File: src/rtl/fetch_align_queue_pkg.sv
// Shared types and constants for the fetch/align queue: FSM state encoding,
// the halt instruction, and small PC/halfword helpers.
package common;

  typedef enum logic [1:0] {
    IDLE   = 2'd0,
    RUN    = 2'd1,
    HALTED = 2'd2
  } fetch_state_t;

  localparam logic [31:0] HALT_WORD = 32'h0000_1111;

  function automatic logic [31:0] next_word_pc(input logic [31:0] pc);
    return {pc[31:2] + 30'd1, 2'b00};
  endfunction

  // RISC-V length rule: only low bits 2'b11 start a 32-bit instruction.
  function automatic logic hw_is_compressed(input logic [15:0] hw);
    return hw[1:0] != 2'b11;
  endfunction

endpackage

File: src/rtl/fetch_align_queue_fifo.sv
// Circular halfword queue: up to two halfwords pushed and popped per cycle,
// with a two-entry head peek so a 32-bit instruction can straddle the wrap.
module halfword_fifo #(
  parameter int DEPTH = 8
) (
  input  logic                   clk,
  input  logic                   reset_n,
  input  logic                   flush,
  input  logic [1:0]             push_cnt,
  input  logic [15:0]            push_hw0,
  input  logic [15:0]            push_hw1,
  input  logic [1:0]             pop_cnt,
  output logic [15:0]            peek_hw0,
  output logic [15:0]            peek_hw1,
  output logic [$clog2(DEPTH):0] occupancy
);

  localparam int AW = $clog2(DEPTH);

  logic [15:0]   r_mem [DEPTH];
  logic [AW-1:0] r_wr_ptr;
  logic [AW-1:0] r_rd_ptr;
  logic [AW:0]   r_count;
  logic [AW-1:0] w_wr_ptr1;
  logic [AW-1:0] w_rd_ptr1;

  // DEPTH is a power of two, so pointer overflow is the modulo wrap.
  assign w_wr_ptr1 = r_wr_ptr + AW'(1);
  assign w_rd_ptr1 = r_rd_ptr + AW'(1);

  always_ff @(posedge clk) begin
    if (push_cnt != 2'd0) r_mem[r_wr_ptr]  <= push_hw0;
    if (push_cnt == 2'd2) r_mem[w_wr_ptr1] <= push_hw1;
  end

  always_ff @(posedge clk) begin
    if (!reset_n || flush) begin
      r_wr_ptr <= '0;
      r_rd_ptr <= '0;
      r_count  <= '0;
    end else begin
      r_wr_ptr <= r_wr_ptr + AW'(push_cnt);
      r_rd_ptr <= r_rd_ptr + AW'(pop_cnt);
      r_count  <= r_count + (AW+1)'(push_cnt) - (AW+1)'(pop_cnt);
    end
  end

  assign peek_hw0  = r_mem[r_rd_ptr];
  assign peek_hw1  = r_mem[w_rd_ptr1];
  assign occupancy = r_count;

endmodule

File: src/rtl/fetch_align_queue.sv
// Instruction fetch front end: issues word fetches, queues returned halfwords
// and presents whole (16- or 32-bit) instructions with their PC to decode.
module fetch_align_queue
  import common::*;
#(
  parameter int          DEPTH    = 8,
  parameter logic [31:0] RESET_PC = 32'h0000_0000
) (
  input  logic                   clk,
  input  logic                   reset_n,
  input  logic                   run_en,
  input  logic                   redirect_valid,
  input  logic [31:0]            redirect_pc,
  output logic                   mem_req,
  output logic [31:0]            mem_addr,
  input  logic                   mem_rvalid,
  input  logic [31:0]            mem_rdata,
  output logic                   out_valid,
  input  logic                   out_ready,
  output logic [31:0]            out_instr,
  output logic [31:0]            out_pc,
  output logic                   out_compressed,
  output logic                   halted,
  output logic [$clog2(DEPTH):0] occupancy,
  output logic [1:0]             dbg_state
);

  localparam int OW = $clog2(DEPTH) + 1;

  fetch_state_t r_state;
  fetch_state_t w_state_nxt;
  logic [31:0]  r_fetch_pc;
  logic [31:0]  r_head_pc;
  logic         r_epoch;
  logic         r_inflight;
  logic         r_inflight_epoch;
  logic         r_inflight_hi;

  logic [15:0]  w_peek0;
  logic [15:0]  w_peek1;
  logic [OW-1:0] w_occ;
  logic [OW:0]  w_need;
  logic         w_space_ok;
  logic         w_head_comp;
  logic [31:0]  w_instr;
  logic         w_out_valid;
  logic         w_accept;
  logic         w_mem_req;
  logic         w_resp_ok;
  logic [1:0]   w_push_cnt;
  logic [15:0]  w_push_hw0;
  logic [1:0]   w_pop_cnt;
  logic [31:0]  w_redirect_al;
  logic         w_unused_ok;

  assign w_redirect_al = {redirect_pc[31:1], 1'b0};
  assign w_unused_ok   = &{1'b0, redirect_pc[0], r_fetch_pc[0]};

  // Fetch only while the queue can absorb this word plus any word still in flight.
  assign w_need     = {1'b0, w_occ} + (r_inflight ? (OW+1)'(4) : (OW+1)'(2));
  assign w_space_ok = w_need <= (OW+1)'(DEPTH);

  // out_valid/out_ready: an instruction transfers on any cycle both are high;
  // while out_valid is high and out_ready low the head is held unchanged.
  always_comb begin
    w_head_comp = hw_is_compressed(w_peek0);
    w_instr     = w_head_comp ? {16'h0000, w_peek0} : {w_peek1, w_peek0};
    w_out_valid = (r_state == RUN) && !redirect_valid &&
                  (((w_occ >= OW'(1)) && w_head_comp) || (w_occ >= OW'(2)));
    w_accept    = w_out_valid && out_ready;
    w_pop_cnt   = w_accept ? (w_head_comp ? 2'd1 : 2'd2) : 2'd0;
    w_mem_req   = (r_state == RUN) && !redirect_valid && w_space_ok;
    w_resp_ok   = mem_rvalid && r_inflight && (r_inflight_epoch == r_epoch) &&
                  !redirect_valid;
    w_push_cnt  = w_resp_ok ? (r_inflight_hi ? 2'd1 : 2'd2) : 2'd0;
    w_push_hw0  = r_inflight_hi ? mem_rdata[31:16] : mem_rdata[15:0];
  end

  always_comb begin
    w_state_nxt = r_state;
    case (r_state)
      IDLE:    if (run_en) w_state_nxt = RUN;
      RUN:     if (w_accept && (w_instr == HALT_WORD)) w_state_nxt = HALTED;
      HALTED:  if (redirect_valid) w_state_nxt = RUN;
      default: w_state_nxt = IDLE;
    endcase
  end

  always_ff @(posedge clk) begin
    if (!reset_n) begin
      r_state          <= IDLE;
      r_fetch_pc       <= RESET_PC;
      r_head_pc        <= RESET_PC;
      r_epoch          <= 1'b0;
      r_inflight       <= 1'b0;
      r_inflight_epoch <= 1'b0;
      r_inflight_hi    <= 1'b0;
    end else begin
      r_state    <= w_state_nxt;
      r_inflight <= w_mem_req;
      if (w_mem_req) begin
        r_inflight_epoch <= r_epoch;
        r_inflight_hi    <= r_fetch_pc[1];
      end
      if (redirect_valid) begin
        r_fetch_pc <= w_redirect_al;
        r_head_pc  <= w_redirect_al;
        r_epoch    <= ~r_epoch;
      end else begin
        if (w_mem_req) r_fetch_pc <= next_word_pc(r_fetch_pc);
        if (w_accept)  r_head_pc  <= r_head_pc + (w_head_comp ? 32'd2 : 32'd4);
      end
    end
  end

  halfword_fifo #(.DEPTH(DEPTH)) u_fifo (
    .clk       (clk),
    .reset_n   (reset_n),
    .flush     (redirect_valid),
    .push_cnt  (w_push_cnt),
    .push_hw0  (w_push_hw0),
    .push_hw1  (mem_rdata[31:16]),
    .pop_cnt   (w_pop_cnt),
    .peek_hw0  (w_peek0),
    .peek_hw1  (w_peek1),
    .occupancy (w_occ)
  );

  assign mem_req        = w_mem_req;
  assign mem_addr       = {r_fetch_pc[31:2], 2'b00};
  assign out_valid      = w_out_valid;
  assign out_instr      = w_instr;
  assign out_pc         = r_head_pc;
  assign out_compressed = w_head_comp;
  assign halted         = (r_state == HALTED);
  assign occupancy      = w_occ;
  assign dbg_state      = r_state;

endmodule

File: config.mk
export PLATFORM = sky130hd
export DESIGN_NAME = fetch_align_queue
export DESIGN_NICKNAME = d
export VERILOG_FILES = /design/src/rtl/fetch_align_queue_pkg.sv /design/src/rtl/fetch_align_queue_fifo.sv /design/src/rtl/fetch_align_queue.sv
export SDC_FILE = /design/constraint.sdc
export NUM_CORES = 1
export LEC_CHECK = 0
export CORE_ASPECT_RATIO = 2
export CORE_MARGIN = 2
export CORE_UTILIZATION = 45
export CTS_BUF_LIST = sky130_fd_sc_hd__clkbuf_4 sky130_fd_sc_hd__clkbuf_8
export CTS_CLUSTER_DIAMETER = 200
export DETAILED_ROUTE_END_ITERATION = 16
export PLACE_DENSITY = 0.71
export SLEW_MARGIN = 20
export SYNTH_ARGS = -nofsm -noshare
export SYNTH_HDL_FRONTEND = slang
export SYNTH_SLANG_ARGS = --single-unit
File: constraint.sdc
create_clock -name clk -period 3.3 [get_ports clk]
set_input_delay 0.66 -clock clk [delete_from_list [all_inputs] [get_ports clk]]
set_output_delay 0.66 -clock clk [all_outputs]
set_load 0.01 [all_outputs]
==> results of run 1 <==
-- state kept, by name, indices dropped and copies added, names as in the netlist --
name,cells
u_fifo.r_mem,128
r_inflight_hi,1
out_pc,31
u_fifo.r_rd_ptr,3
u_fifo.occupancy,4
r_fetch_pc,31
u_fifo.r_wr_ptr,3
r_inflight,1
r_inflight_epoch,1
r_epoch,1
dbg_state,2
-- through the flow --
stage / instances / util, % / cell area [um^2]
after detailed placement: 1727 / 53.4 / 14300
after global routing: 1788 / 56.7 / 15200
after floorplan: 1268 / - / 12200
after global placement: 1727 / 53.4 / 14300
final: 1788 / 56.7 / 15200
after CTS: 1785 / 56.5 / 15100
-- worst register-to-register path, stage by stage, from the launching register on --
cell and delay [ns]:
sky130_fd_sc_hd__edfxtp_1 0.41, sky130_fd_sc_hd__nor2b_1 0.17, sky130_fd_sc_hd__a211o_1 0.32, sky130_fd_sc_hd__nand4_1 0.15, sky130_fd_sc_hd__buf_4 0.13, sky130_fd_sc_hd__ha_1 0.15
sky130_fd_sc_hd__inv_1 0.06, sky130_fd_sc_hd__fa_1 0.40, sky130_fd_sc_hd__nor2b_2 0.14, sky130_fd_sc_hd__nand4_1 0.10, sky130_fd_sc_hd__buf_4 0.18, sky130_fd_sc_hd__nor2_4 0.14
sky130_fd_sc_hd__nand3_1 0.11, sky130_fd_sc_hd__and3_1 0.21, sky130_fd_sc_hd__o31a_1 0.29
-- worst min-delay path by stage --
stage	start	endpoint	slack [ns]	cells past startpoint
2_1_floorplan	r_fetch_pc[1]	r_inflight_hi	0.43	2
3_3_place_gp	r_inflight_epoch	r_inflight_epoch	0.45	2
3_5_place_dp	r_inflight_epoch	r_inflight_epoch	0.47	2
4_1_cts	redirect_valid	r_epoch	0.46	4
5_1_grt	r_inflight_epoch	r_inflight_epoch	0.50	2
6_report	r_inflight_epoch	r_inflight_epoch	0.47	2
-- cell families (layout without fill, tap and decap cells) --
group	after synthesis	in the layout	synth area share, %
AO/OA/AOI/OAI	334	334	15.9
XOR/XNOR	29	29	2.08
adder cells (fa/ha/maj)	20	20	2.42
buffers and inverters	151	322	6.18
flip-flops	206	206	44.3
multiplexers	114	114	13.6
other	1	4	0.0307
AND/OR/NAND/NOR	411	411	15.6
-- cells in the final DEF, fill, tap and decap left out, drive strengths merged, types with 9 or more instances in the layout --
cell	n
nor3	11
o211ai	9
a221o	11
mux2	31
mux2i	45
nand3	30
a21oi	206
mux4	38
nand4	9
o21ai	38
dfxtp	78
clkdlybuf4s50	149
inv	24
ha	14
o22ai	12
clkbuf	46
and3	23
xor2	9
nand2	110
edfxtp	128
nor2	175
xnor2	20
buf	70
dlygate4sd2	21
clkinv	10
a31oi	14
-- routing by layer --
metal  wire, um  global-route usage, %  share of wire [%]  vias up
met3       2530                   3.59                6.6      133
met1      12300                   26.3                 32     5116
li1           -                      -                  -     4908
met2      21600                   51.2                 56      506
met5          0                      0                  0        -
met4       1880                   14.0                4.9        0
-- power groups by stage --
stage | clock network (mW) | logic (mW) | registers (mW)
global placement | 0 | 0.538 | 2.91
detailed placement | 0 | 0.549 | 2.91
floorplan | 0 | 0.301 | 2.91
CTS | 2.25 | 0.552 | 2.86
finish | 2.21 | 0.553 | 2.86
global route | 2.34 | 0.599 | 2.87
-- cell usage after synthesis (6+ instances only) --
library cell	number
sky130_fd_sc_hd__dfxtp_1	78
sky130_fd_sc_hd__edfxtp_1	128
sky130_fd_sc_hd__nor2b_1	6
sky130_fd_sc_hd__o22ai_1	12
sky130_fd_sc_hd__and3_1	23
sky130_fd_sc_hd__xnor2_1	20
sky130_fd_sc_hd__nand3_1	29
sky130_fd_sc_hd__inv_1	24
sky130_fd_sc_hd__buf_4	33
sky130_fd_sc_hd__and2_1	7
sky130_fd_sc_hd__mux2i_1	45
sky130_fd_sc_hd__or3_1	6
sky130_fd_sc_hd__a221o_1	11
sky130_fd_sc_hd__buf_6	7
sky130_fd_sc_hd__fa_1	6
sky130_fd_sc_hd__a21oi_1	205
sky130_fd_sc_hd__ha_1	14
sky130_fd_sc_hd__o21a_1	6
sky130_fd_sc_hd__nor3_1	6
sky130_fd_sc_hd__xor2_1	9
sky130_fd_sc_hd__mux4_2	38
sky130_fd_sc_hd__o21ai_0	38
sky130_fd_sc_hd__o211ai_1	9
sky130_fd_sc_hd__buf_2	9
sky130_fd_sc_hd__a31oi_1	14
sky130_fd_sc_hd__mux2_2	29
sky130_fd_sc_hd__nand2b_1	7
sky130_fd_sc_hd__nor2_1	174
sky130_fd_sc_hd__nand2_1	110
sky130_fd_sc_hd__nand4_1	9
sky130_fd_sc_hd__clkbuf_1	54
sky130_fd_sc_hd__buf_1	23
-- final cells by class --
class | instances | area, um^2
well taps | 348 | 435
repair buffers | 241 | 2420
diodes | 1 | 2.50
multi-input cells | 911 | 6180
clock inverters | 11 | 82.6
flip-flops and latches | 206 | 5420
fillers | 2346 | 11600
inverters | 25 | 93.8
clock buffers | 45 | 557
-- timing repair --
item	in CTS	in global routing
gates resized for setup	66	6
pin swaps	2	1
hold buffers	0	0
gates cloned	0	1
setup endpoints to repair	35	16
setup buffers	2	1
==> Implementation_results.wiki, run 1 <==
{| class="wikitable"
! Metric !! Value
|-
| Rows || 85
|-
| Via count of the routed design || 10.7k
|-
| Max frequency || 310 MHz
|-
| CP arrival || 2.56 ns
|-
| Worst path required time || 2.64 ns
|-
| Yosys top cell area share || 31.5%
|-
| Maximum number of pins on one net before global-route repair || 48
|-
| Worst-case headroom to the max-slew limit || 40.6%
|-
| Ranking of synthesized cells by area || sky130_fd_sc_hd__edfxtp_1, sky130_fd_sc_hd__dfxtp_1, sky130_fd_sc_hd__a21oi_1
|-
| Synthesized cell area || 0.0122 mm^2
|-
| Sort of element at the start of the critical path || register
|-
| Share of async-settable or async-resettable flops after synthesis || 0%
|-
| Top fanout value on the critical path || 9
|-
| First-pass GRT wire length || 57.8 mm
|-
| Worst setup path endpoint || out_instr[30]
|-
| DRT Wirelength || 38.3 mm
|-
| Initial standard-cell utilization of the core || 45.5%
|-
| Post-Route Setup TNS || 0 ns
|-
| Final #Nets || 1505
|-
| Share of total power consumed by net switching || 24.9%
|-
| Vias per cell || 5.96
|-
| Cell count after synthesis || 1266
|-
| Outcome || completed
|-
| I/O pin count || 176
|-
| Total power of the final layout || 5.62 mW
|-
| Share of post-route cells with drive strength above 1 || 16.3%
|-
| Internal Dissipation || 4.22 mW
|-
| Slew Limit Fails || 0
|-
| Family of cells with the greatest summed delay on the critical path || buffers and inverters
|-
| Highest ir drop seen on vdd || 0.000310 V
|-
| Count of max-cap constraint violations || 0
|-
| 1st-pass router iterations || 6
|-
| Number of buffers created by CTS || 30
|-
| Std-Cell Core Area || 0.0268 mm^2
|-
| Synth cell types || 68
|-
| Number of global-route vias before repair || 10.5k
|-
| Leakage power summed over all cells || 5.24 nW
|-
| TritonCTS clock tree || done
|-
| Crit path largest cell delay || 0.50 ns
|-
| Number of buffers inserted by port buffering || 171
|-
| Layout overhead on the synthesized area || 24.5%
|-
| Initial detailed-routing violation count || 937
|-
| Post-detailed-route wirelength per cell || 21.4 um
|-
| Remaining antenna violation count after routing || 0
|-
| Post-detailed-placement half-perimeter wirelength || 27.0 mm
|-
| Clock-pin slew reported for the worst setup and hold paths after clock tree synthesis || 0.06 ns
|-
| Final number of setup-violating endpoints || 0
|-
| Number of cells on the worst reg-to-reg path || 14
|-
| Combinational fraction of design power || 9.8%
|-
| Period Utilization, post-route || 97.6%
|-
| Final worst-path setup slack || 0.0781 ns
|-
| Reg2Reg Capture Point || out_pc[29]
|-
| Residual DRC count || 0
|-
| Switching power || 1.40 mW
|-
| Slack of the worst reg-to-reg path || 0.22 ns
|-
| Die H || 237 um
|-
| Synth Area per Inst || 9.64 um^2
|-
| Worst min-delay path class || reg2reg
|-
| Worst setup startpoint || u_fifo.r_rd_ptr[1]
|-
| Cell taking the most area after synthesis || sky130_fd_sc_hd__edfxtp_1
|-
| Floorplan die width || 120 um
|-
| Hold Worst Slack || 0.473 ns
|-
| Crit path depth || 7
|-
| Clock Power Share || 39.3%
|-
| Clock latency reported for the late side of the worst-skew pair || 0.61 ns
|-
| Start of the worst register-to-register path || u_fifo.r_mem[2][1]
|-
| Critical path buffer and inverter count || 3
|-
| Category of the worst setup path capture point || output port
|-
| Post-Place Worst Slack || 0.0392 ns
|-
| Number of flops mapped to enable cells by yosys || 128
|-
| GRT Resource Usage Total || 26.4%
|-
| Sequential fraction of the synthesis area || 44.3%
|-
| Initial antenna violation count || 1
|-
| Final global-route overflow total || 0
|-
| Total of flip-flops plus latches after synthesis || 206
|-
| Leading register cell type out of synthesis || sky130_fd_sc_hd__edfxtp_1
|-
| CTS Sinks || 206
|-
| Cell type of the slowest stage on the worst timing path || sky130_fd_sc_hd__mux4_2
|-
| H-Tree Depth || 1
|-
| Power share of the sequential group || 50.9%
|-
| CTS Root Cell || sky130_fd_sc_hd__clkbuf_8
|-
| Ratio of total power to cell area || 370 mW/mm^2
|-
| Maximum clock path buffer count || 3
|-
| Die area || 0.0285 mm^2
|-
| Clock Skews || 0.0221 ns
|-
| Number of synthesis warnings || 0
|-
| Clock period minus final worst setup slack || 3.22 ns
|-
| Critical path cell sequence || ha_4, buf_4, buf_12, mux4_2, nand2_1, a21oi_1, dlygate4sd2_1
|-
| Number of hold-slack violations in the final timing report || 0
|-
| Setup repair after global routing missed its margin || no
|-
| Final weighted congestion in routability-driven placement || 0.886
|-
| Worst Tran Pin Value || 0.887 ns
|-
| Type of the setup path with the least slack || reg2out
|}
(Power assumes the default switching activity.)
==> run 2, diff against run 1 <==
==> constraint.sdc (replaced) <==
create_clock -name clk -period 3.3 [get_ports clk]
set_input_delay 0.66 -clock clk [delete_from_list [all_inputs] [get_ports clk]]
set_output_delay 0.66 -clock clk [all_outputs]
set_load 0.02 [all_outputs]
==> run 2 against run 1 <==
  * First-iteration DRC count is 15% lower
  * Sequential cell count stayed put
  * Setup slack worse by 0.052 ns
  * Worst hold slack worse by 0.014 ns
  * Critical path depth is 1 lower
  * Combinational power is 6.3% higher
  * Via count is 0.75% lower
  * Core utilization is 0.90 points lower
  * Count of clock-buffer cells in the layout is 8 lower
  * Global-route usage is 0.23 points higher
  * Highest routed layer unchanged
==> Implementation_results.wiki, run 2 (same netlist as run 1, synthesis figures left out) <==
{| class="wikitable"
! Metric !! Value
|-
| Initial detailed-routing violation count || 800 (-15%)
|-
| Cell type of the slowest stage on the worst timing path || sky130_fd_sc_hd__mux4_2
|-
| Sort of element at the start of the critical path || register
|-
| Area taken by multi-input logic gates || 0.00610 mm^2 (-1.3%)
|-
| Period Utilization, post-route || 99.2% (+1.6 points)
|-
| Worst path required time || 2.64 ns (about the same)
|-
| Worst-case headroom to the max-slew limit || 41.8% (+1.2 points)
|-
| Number of fillers in the final layout || 2408 (+2.6%)
|-
| CTS Sinks || 206 (unchanged)
|-
| Post-detailed-placement half-perimeter wirelength || 26.7 mm (-1.3%)
|-
| Post-Place Cells || 1715 (-0.69%)
|-
| Clock latency reported for the late side of the worst-skew pair || 0.60 ns (about the same)
|-
| Clock Skews || 0.0291 ns (+0.00692 ns)
|-
| Remaining antenna violation count after routing || 0 (unchanged)
|-
| Most frequent standard cell in the layout excluding fill and tap cells || sky130_fd_sc_hd__a21oi_1
|-
| Number of buffers created by CTS || 29 (-3.3%)
|-
| Leakage power summed over all cells || 5.11 nW (-2.4%)
|-
| Final cell area excluding filler cells || 0.0150 mm^2 (-1.6%)
|-
| Reg2Reg Capture Point || out_pc[29]
|-
| Slack of the worst reg-to-reg path || 0.15 ns (-0.07 ns)
|-
| Hold Worst Slack || 0.459 ns (-0.0141 ns)
|-
| Setup repair after global routing missed its margin || yes
|-
| Total power of the final layout || 5.40 mW (-4.0%)
|-
| Maximum number of pins on one net before global-route repair || 37 (-23%)
|-
| CP arrival || 2.61 ns (+0.05 ns)
|-
| TritonCTS clock tree || done
|-
| Area of placed instances || 0.0142 mm^2 (-0.56%)
|-
| Number of buffers inserted by port buffering || 171 (unchanged)
|-
| Share of post-route cells with drive strength above 1 || 14.9% (-1.4 points)
|-
| Floorplan die width || 120 um (unchanged)
|-
| Ratio of total power to cell area || 361 mW/mm^2 (-2.5%)
|-
| Most used cells in the layout excluding fill and tap cells || sky130_fd_sc_hd__a21oi_1, sky130_fd_sc_hd__nor2_1, sky130_fd_sc_hd__clkdlybuf4s50_1
|-
| Post-detailed-route wirelength per cell || 21.6 um (+0.67%)
|-
| Residual DRC count || 0 (unchanged)
|-
| Initial standard-cell utilization of the core || 45.5% (unchanged)
|-
| Die H || 237 um (unchanged)
|-
| Worst min-delay path class || in2reg
|-
| Worst setup path endpoint || out_instr[25]
|-
| Clock period minus final worst setup slack || 3.27 ns (+0.0520 ns)
|-
| Worst setup startpoint || u_fifo.r_rd_ptr[1]
|-
| H-Tree Depth || 1 (unchanged)
|-
| Top fanout value on the critical path || 10 (+1)
|-
| Final global-route overflow total || 0 (unchanged)
|-
| Most flop-heavy register || u_fifo.r_mem
|-
| GRT Resource Usage Total || 26.6% (+0.23 points)
|-
| Number of hold-slack violations in the final timing report || 0 (unchanged)
|-
| Outcome || completed
|-
| Category of the worst setup path capture point || output port
|-
| Maximum clock path buffer count || 3 (unchanged)
|-
| Largest register FFs || 128 (unchanged)
|-
| Count of max-cap constraint violations || 0 (unchanged)
|-
| Critical path cell sequence || ha_4, buf_12, mux4_2, nand2_1, a21oi_1, dlygate4sd2_1
|-
| Register area || 0.00542 mm^2 (about the same)
|-
| Number of global-route vias before repair || 10.6k (+1.1%)
|-
| Crit path largest cell delay || 0.51 ns (about the same)
|-
| Worst Tran Pin Value || 0.870 ns (-0.0172 ns)
|-
| Final std cells w/o fill || 1776 (-0.67%)
|-
| Std-Cell Core Area || 0.0268 mm^2 (unchanged)
|-
| Number of cells on the worst reg-to-reg path || 12 (-2)
|-
| Initial antenna violation count || 1 (unchanged)
|-
| Vias per cell || 5.96 (about the same)
|-
| Slew Limit Fails || 0 (unchanged)
|-
| Final number of setup-violating endpoints || 0 (unchanged)
|-
| Max frequency || 305 MHz (-1.6%)
|-
| Final #Nets || 1494 (-0.73%)
|-
| Final weighted congestion in routability-driven placement || 0.904 (+2.0%)
|-
| Rows || 85 (unchanged)
|-
| Via count of the routed design || 10.6k (-0.75%)
|-
| Start of the worst register-to-register path || u_fifo.r_mem[2][1]
|-
| Die area || 0.0285 mm^2 (unchanged)
|-
| I/O pin count || 176 (unchanged)
|-
| Highest ir drop seen on vdd || 0.000293 V (-5.5%)
|-
| Clock-pin slew reported for the worst setup and hold paths after clock tree synthesis || 0.07 ns (about the same)
|-
| CTS hold repair buffers || 0 (unchanged)
|-
| CTS Root Cell || sky130_fd_sc_hd__clkbuf_8
|-
| Type of the setup path with the least slack || reg2out
|-
| Layout overhead on the synthesized area || 22.5%
|-
| First-pass GRT wire length || 58.3 mm (+0.96%)
|-
| 1st-pass router iterations || 6 (unchanged)
|-
| DRT Wirelength || 38.3 mm (about the same)
|}
==> run 2: cell count changes in the layout (fill, tap and decap cells not counted), sizes merged <==
cell and delta:
dlygate4sd2 -1, clkbuf -6, clkinv +4, bufinv -1
bufbuf +1, buf -9, clkdlybuf4s50 -12, clkdlybuf4s15 +9
clkinvlp +3
==> run 2: area by class of cell <==
type | count | share of cell area, %
Sequential cell | 206 | 36.2
Tap cell | 348 | 2.91
Multi-Input combinational cell | 911 | 40.8
Timing Repair Buffer | 231 | 15.8
Antenna cell | 1 | 0.0167
Inverter | 25 | 0.628
Clock inverter | 17 | 0.569
Clock buffer | 37 | 3.07
==> run 2: worst min-delay path by stage <==
stage,from,end,slack [ns],cells past startpoint
3_3_place_gp,r_inflight_epoch,r_inflight_epoch,0.46,2
6_report,redirect_valid,r_epoch,0.46,3
5_1_grt,redirect_valid,r_epoch,0.48,3
4_1_cts,redirect_valid,r_epoch,0.41,3
2_1_floorplan,r_fetch_pc[1],r_inflight_hi,0.43,2
3_5_place_dp,r_inflight_epoch,r_inflight_epoch,0.46,2
==> run 2: metrics by stage <==
stage | setup WS [ns] | TNS, ns | utilization [%]
floorplan | 0.0155 | 0 | -
global placement | 0.122 | 0 | 53.1
detailed placement | 0.0299 | 0 | 53.1
CTS | 0.00294 | 0 | 55.6
global route | -0.0501 | -0.107 | 55.8
finish | 0.0261 | 0 | 55.8
==> run 2: worst max-delay path, delay by kind of cell (launching register included) <==
kind / cells / cell delay [ns]
buf+inv: 2 / 0.52
simple gates: 1 / 0.09
flops: 1 / 0.40
mux: 1 / 0.51
compound gates: 1 / 0.08
fa+ha+maj: 1 / 0.40
==> run 2: where the power goes <==
part / internal (mW) / total [mW] / switching (mW)
clock: 0.918 / 1.95 / 1.03
sequential: 2.79 / 2.86 / 0.0716
combinational: 0.274 / 0.588 / 0.314
==> run 2: timing repair <==
item                       CTS  global route
gates resized for setup     60            15
setup endpoints to repair   35            22
pin swaps                    1             3
gates cloned                 2             1
setup buffers                2             1
==> run 2: layer usage <==
metal	up-vias	share of wire [%]	wire length (um)	track usage, %
met5	-	0	0	0
met4	0	7.1	2720	17.5
met3	154	6.0	2310	3.23
met2	484	55	21100	50.6
met1	5058	32	12200	26.3
li1	4887	-	-	-
==> run 3, diff against run 2 <==
CORE_UTILIZATION = 52   (was 45)
PLACE_DENSITY = 0.8   (was 0.71)
==> run 3 against run 2 <==
  * Global-route usage is 3.2 points higher
  * Non-clock buffer count is 6 higher
  * Fmax is 2.0% higher
  * Worst hold slack worse by 0.022 ns
  * Core utilization is 8.5 points higher
  * Critical endpoint is now out_instr[11]
  * Sequential share of layout area is 0.18 points higher
  * Cell area is 0.50% lower
  * Sequential power hardly changed
  * Cell count is 3.5% lower
  * Critical path type unchanged
  * First-iteration DRC count is 13% higher
  * Clock skew is 0.0027 ns lower
  * Wire length is 2.0% lower
==> Implementation_results.wiki, run 3 (same netlist as run 1, synthesis figures left out) <==
{| class="wikitable"
! Metric !! Value
|-
| Number of global-route vias before repair || 10.9k (+2.5%)
|-
| Residual DRC count || 0 (unchanged)
|-
| Worst Min Path Start || r_fetch_pc[1]
|-
| Clock Skews || 0.0263 ns (-0.00273 ns)
|-
| Final number of setup-violating endpoints || 0 (unchanged)
|-
| Clock Power Share || 38.4% (+2.3 points)
|-
| Via count of the routed design || 10.8k (+1.6%)
|-
| Most frequent standard cell in the layout excluding fill and tap cells || sky130_fd_sc_hd__a21oi_1
|-
| Switching power || 1.37 mW (-3.4%)
|-
| Cell type of the slowest stage on the worst timing path || sky130_fd_sc_hd__clkdlybuf4s50_1
|-
| Clock latency reported for the late side of the worst-skew pair || 0.59 ns (about the same)
|-
| CTS Sinks || 206 (unchanged)
|-
| Die H || 221 um (-6.9%)
|-
| Clock period minus final worst setup slack || 3.21 ns (-0.0648 ns)
|-
| Reg2Reg Capture Point || out_pc[17]
|-
| Rows || 79 (-7.1%)
|-
| Final #Nets || 1499 (+0.33%)
|-
| Floorplan die width || 112 um (-6.7%)
|-
| Family of cells with the greatest summed delay on the critical path || buffers and inverters
|-
| Internal Dissipation || 4.22 mW (+6.2%)
|-
| Count of max-cap constraint violations || 0 (unchanged)
|-
| TritonCTS clock tree || done
|-
| Most used cells in the layout excluding fill and tap cells || sky130_fd_sc_hd__a21oi_1, sky130_fd_sc_hd__nor2_1, sky130_fd_sc_hd__clkdlybuf4s50_1
|-
| Worst Hold Depth || 2 (-1)
|-
| Slack of the worst reg-to-reg path || 0.11 ns (-0.04 ns)
|-
| CTS Root Cell || sky130_fd_sc_hd__clkbuf_8
|-
| Share of post-route cells with drive strength above 1 || 14.7% (-0.24 points)
|-
| Type of the setup path with the least slack || reg2out
|-
| Worst-case headroom to the max-slew limit || 35.0% (-6.7 points)
|-
| Critical path cell sequence || buf_16, nor2b_1, buf_4, a221o_1, clkdlybuf4s50_1
|-
| Worst path required time || 2.64 ns (about the same)
|-
| Clock-pin slew reported for the worst setup and hold paths after clock tree synthesis || 0.08 ns (about the same)
|-
| Most flop-heavy register || u_fifo.r_mem
|-
| Crit path largest cell delay || 0.60 ns (+0.09 ns)
|-
| Setup repair after global routing missed its margin || yes
|-
| Leakage power summed over all cells || 5.26 nW (+2.9%)
|-
| Maximum number of pins on one net before global-route repair || 66 (+78%)
|-
| Initial detailed-routing violation count || 906 (+13%)
|-
| Critical path buffer and inverter count || 3 (+1)
|-
| Number of hold-slack violations in the final timing report || 0 (unchanged)
|-
| Category of the worst setup path capture point || output port
|-
| I/O pin count || 176 (unchanged)
|-
| First-pass GRT wire length || 57.5 mm (-1.4%)
|-
| Share of total power consumed by net switching || 24.5% (-1.8 points)
|-
| Die area || 0.0248 mm^2 (-13%)
|-
| Worst min-delay path class || reg2reg
|-
| CP arrival || 2.55 ns (-0.06 ns)
|-
| Top fanout value on the critical path || 25 (+15)
|-
| Slew Limit Fails || 0 (unchanged)
|-
| End point of the worst hold path || r_inflight_hi
|-
| DRT Wirelength || 37.6 mm (-2.0%)
|-
| Number of cells on the worst reg-to-reg path || 14 (+2)
|-
| Number of buffers created by CTS || 28 (-3.4%)
|-
| Layout overhead on the synthesized area || 21.9%
|-
| Hold Worst Slack || 0.437 ns (-0.0215 ns)
|-
| Worst setup startpoint || u_fifo.r_rd_ptr[0]
|-
| Period Utilization, post-route || 97.2% (-2.0 points)
|-
| Post-detailed-route wirelength per cell || 21.9 um (+1.6%)
|-
| Std-Cell Core Area || 0.0231 mm^2 (-14%)
|-
| Highest ir drop seen on vdd || 0.000394 V (+35%)
|-
| Start of the worst register-to-register path || u_fifo.r_rd_ptr[0]
|-
| Maximum clock path buffer count || 3 (unchanged)
|-
| Outcome || completed
|-
| H-Tree Depth || 1 (unchanged)
|-
| Power share of the sequential group || 51.0% (-2.0 points)
|-
| Largest register FFs || 128 (unchanged)
|-
| Post-detailed-placement half-perimeter wirelength || 25.8 mm (-3.4%)
|-
| Area of placed instances || 0.0141 mm^2 (-0.91%)
|-
| 1st-pass router iterations || 5 (-1)
|-
| Ratio of total power to cell area || 376 mW/mm^2 (+4.2%)
|-
| Final global-route overflow total || 0 (unchanged)
|-
| Vias per cell || 6.28 (+5.3%)
|-
| Final weighted congestion in routability-driven placement || 0.924 (+2.2%)
|-
| Combinational fraction of design power || 10.6% (-0.3 points)
|-
| Number of buffers inserted by port buffering || 171 (unchanged)
|-
| Final antenna diode count || 0 (-1)
|-
| Final cell area excluding filler cells || 0.0149 mm^2 (-0.50%)
|-
| Initial antenna violation count || 0 (-1)
|-
| Initial standard-cell utilization of the core || 52.8% (+7.2 points)
|-
| Remaining antenna violation count after routing || 0 (unchanged)
|-
| Worst Tran Pin Value || 0.971 ns (+0.101 ns)
|-
| Max frequency || 312 MHz (+2.0%)
|-
| GRT Resource Usage Total || 29.8% (+3.2 points)
|-
| Sort of element at the start of the critical path || register
|}
run 3: cell count changes in the layout (fill, tap and decap cells not counted), moves of 2 or more:
cell	before	now
sky130_fd_sc_hd__bufinv_16	0	3
sky130_fd_sc_hd__clkdlybuf4s15_2	8	1
sky130_fd_sc_hd__clkinv_1	9	6
sky130_fd_sc_hd__buf_12	11	4
sky130_fd_sc_hd__buf_4	43	56
sky130_fd_sc_hd__clkbuf_4	8	10
sky130_fd_sc_hd__dlymetal6s2s_1	0	10
sky130_fd_sc_hd__clkinvlp_4	4	0
run 3: through the flow:
| stage | setup WS [ns] | power [mW] | TNS (ns) | cells | utilization, % |
|---|---|---|---|---|---|
| 3_5_place_dp | -0.00479 | 3.50 | -0.00479 | 1655 | 61.0 |
| 3_3_place_gp | 0.0908 | 3.48 | 0 | 1655 | 61.0 |
| 2_1_floorplan | 0.0155 | 3.25 | 0 | 1268 | - |
| 4_1_cts | 0.00672 | 5.61 | 0 | 1710 | 64.1 |
| 6_report | 0.0909 | 5.59 | 0 | 1713 | 64.3 |
| 5_1_grt | -0.0545 | 5.77 | -0.0703 | 1713 | 64.3 |
run 3: power groups by stage:
stage | sequential (mW) | clock [mW] | combinational, mW
2_1_floorplan | 2.92 | 0 | 0.323
3_3_place_gp | 2.91 | 0 | 0.569
3_5_place_dp | 2.91 | 0 | 0.585
4_1_cts | 2.85 | 2.17 | 0.588
5_1_grt | 2.86 | 2.27 | 0.638
6_report | 2.86 | 2.15 | 0.592
run 3: area by class of cell:
class,instances,area (um^2)
fill,1878,8250
clock inverter,12,129
clock buffer,39,474
multi-input combinational,911,6100
tap,283,354
timing repair buffer,237,2310
inverter,25,93.8
sequential,206,5420
run 3: worst max path at each step:
| stage | to | slack [ns] | cells past startpoint |
|---|---|---|---|
| floorplan | out_pc[29] | 0.02 | 14 |
| global placement | out_pc[17] | 0.09 | 13 |
| detailed placement | out_pc[17] | -0.005 | 13 |
| CTS | out_pc[17] | 0.007 | 14 |
| global route | out_pc[17] | -0.05 | 14 |
| finish | out_instr[11] | 0.09 | 5 |
run 3: worst register-to-register path: stages (launching register included):
cell,delay (ns)
sky130_fd_sc_hd__dfxtp_4,0.46
sky130_fd_sc_hd__buf_4,0.15
sky130_fd_sc_hd__nand2b_1,0.12
sky130_fd_sc_hd__a211o_1,0.14
sky130_fd_sc_hd__nand4_1,0.14
sky130_fd_sc_hd__buf_4,0.18
sky130_fd_sc_hd__buf_12,0.16
sky130_fd_sc_hd__fa_1,0.43
sky130_fd_sc_hd__nor2b_2,0.16
sky130_fd_sc_hd__nand4_1,0.26
sky130_fd_sc_hd__a211oi_2,0.33
sky130_fd_sc_hd__buf_4,0.17
sky130_fd_sc_hd__and3_1,0.17
sky130_fd_sc_hd__xnor2_1,0.12
sky130_fd_sc_hd__a21oi_1,0.08
run 3: routing by layer:
layer	track usage (%)	wire, um	up-vias
met2	56.3	20200	593
met5	0	0	-
met1	30.0	11900	5096
li1	-	-	4898
met4	20.4	2620	0
met3	3.97	2800	163
run 3: repair_timing:
item | CTS | global route
gates resized for setup | 43 | 18
pin swaps | 0 | 3
endpoints found under the setup margin | 37 | 19
hold buffers | 0 | 0
buffers inserted | 3 | 3
cloned | 1 | 0
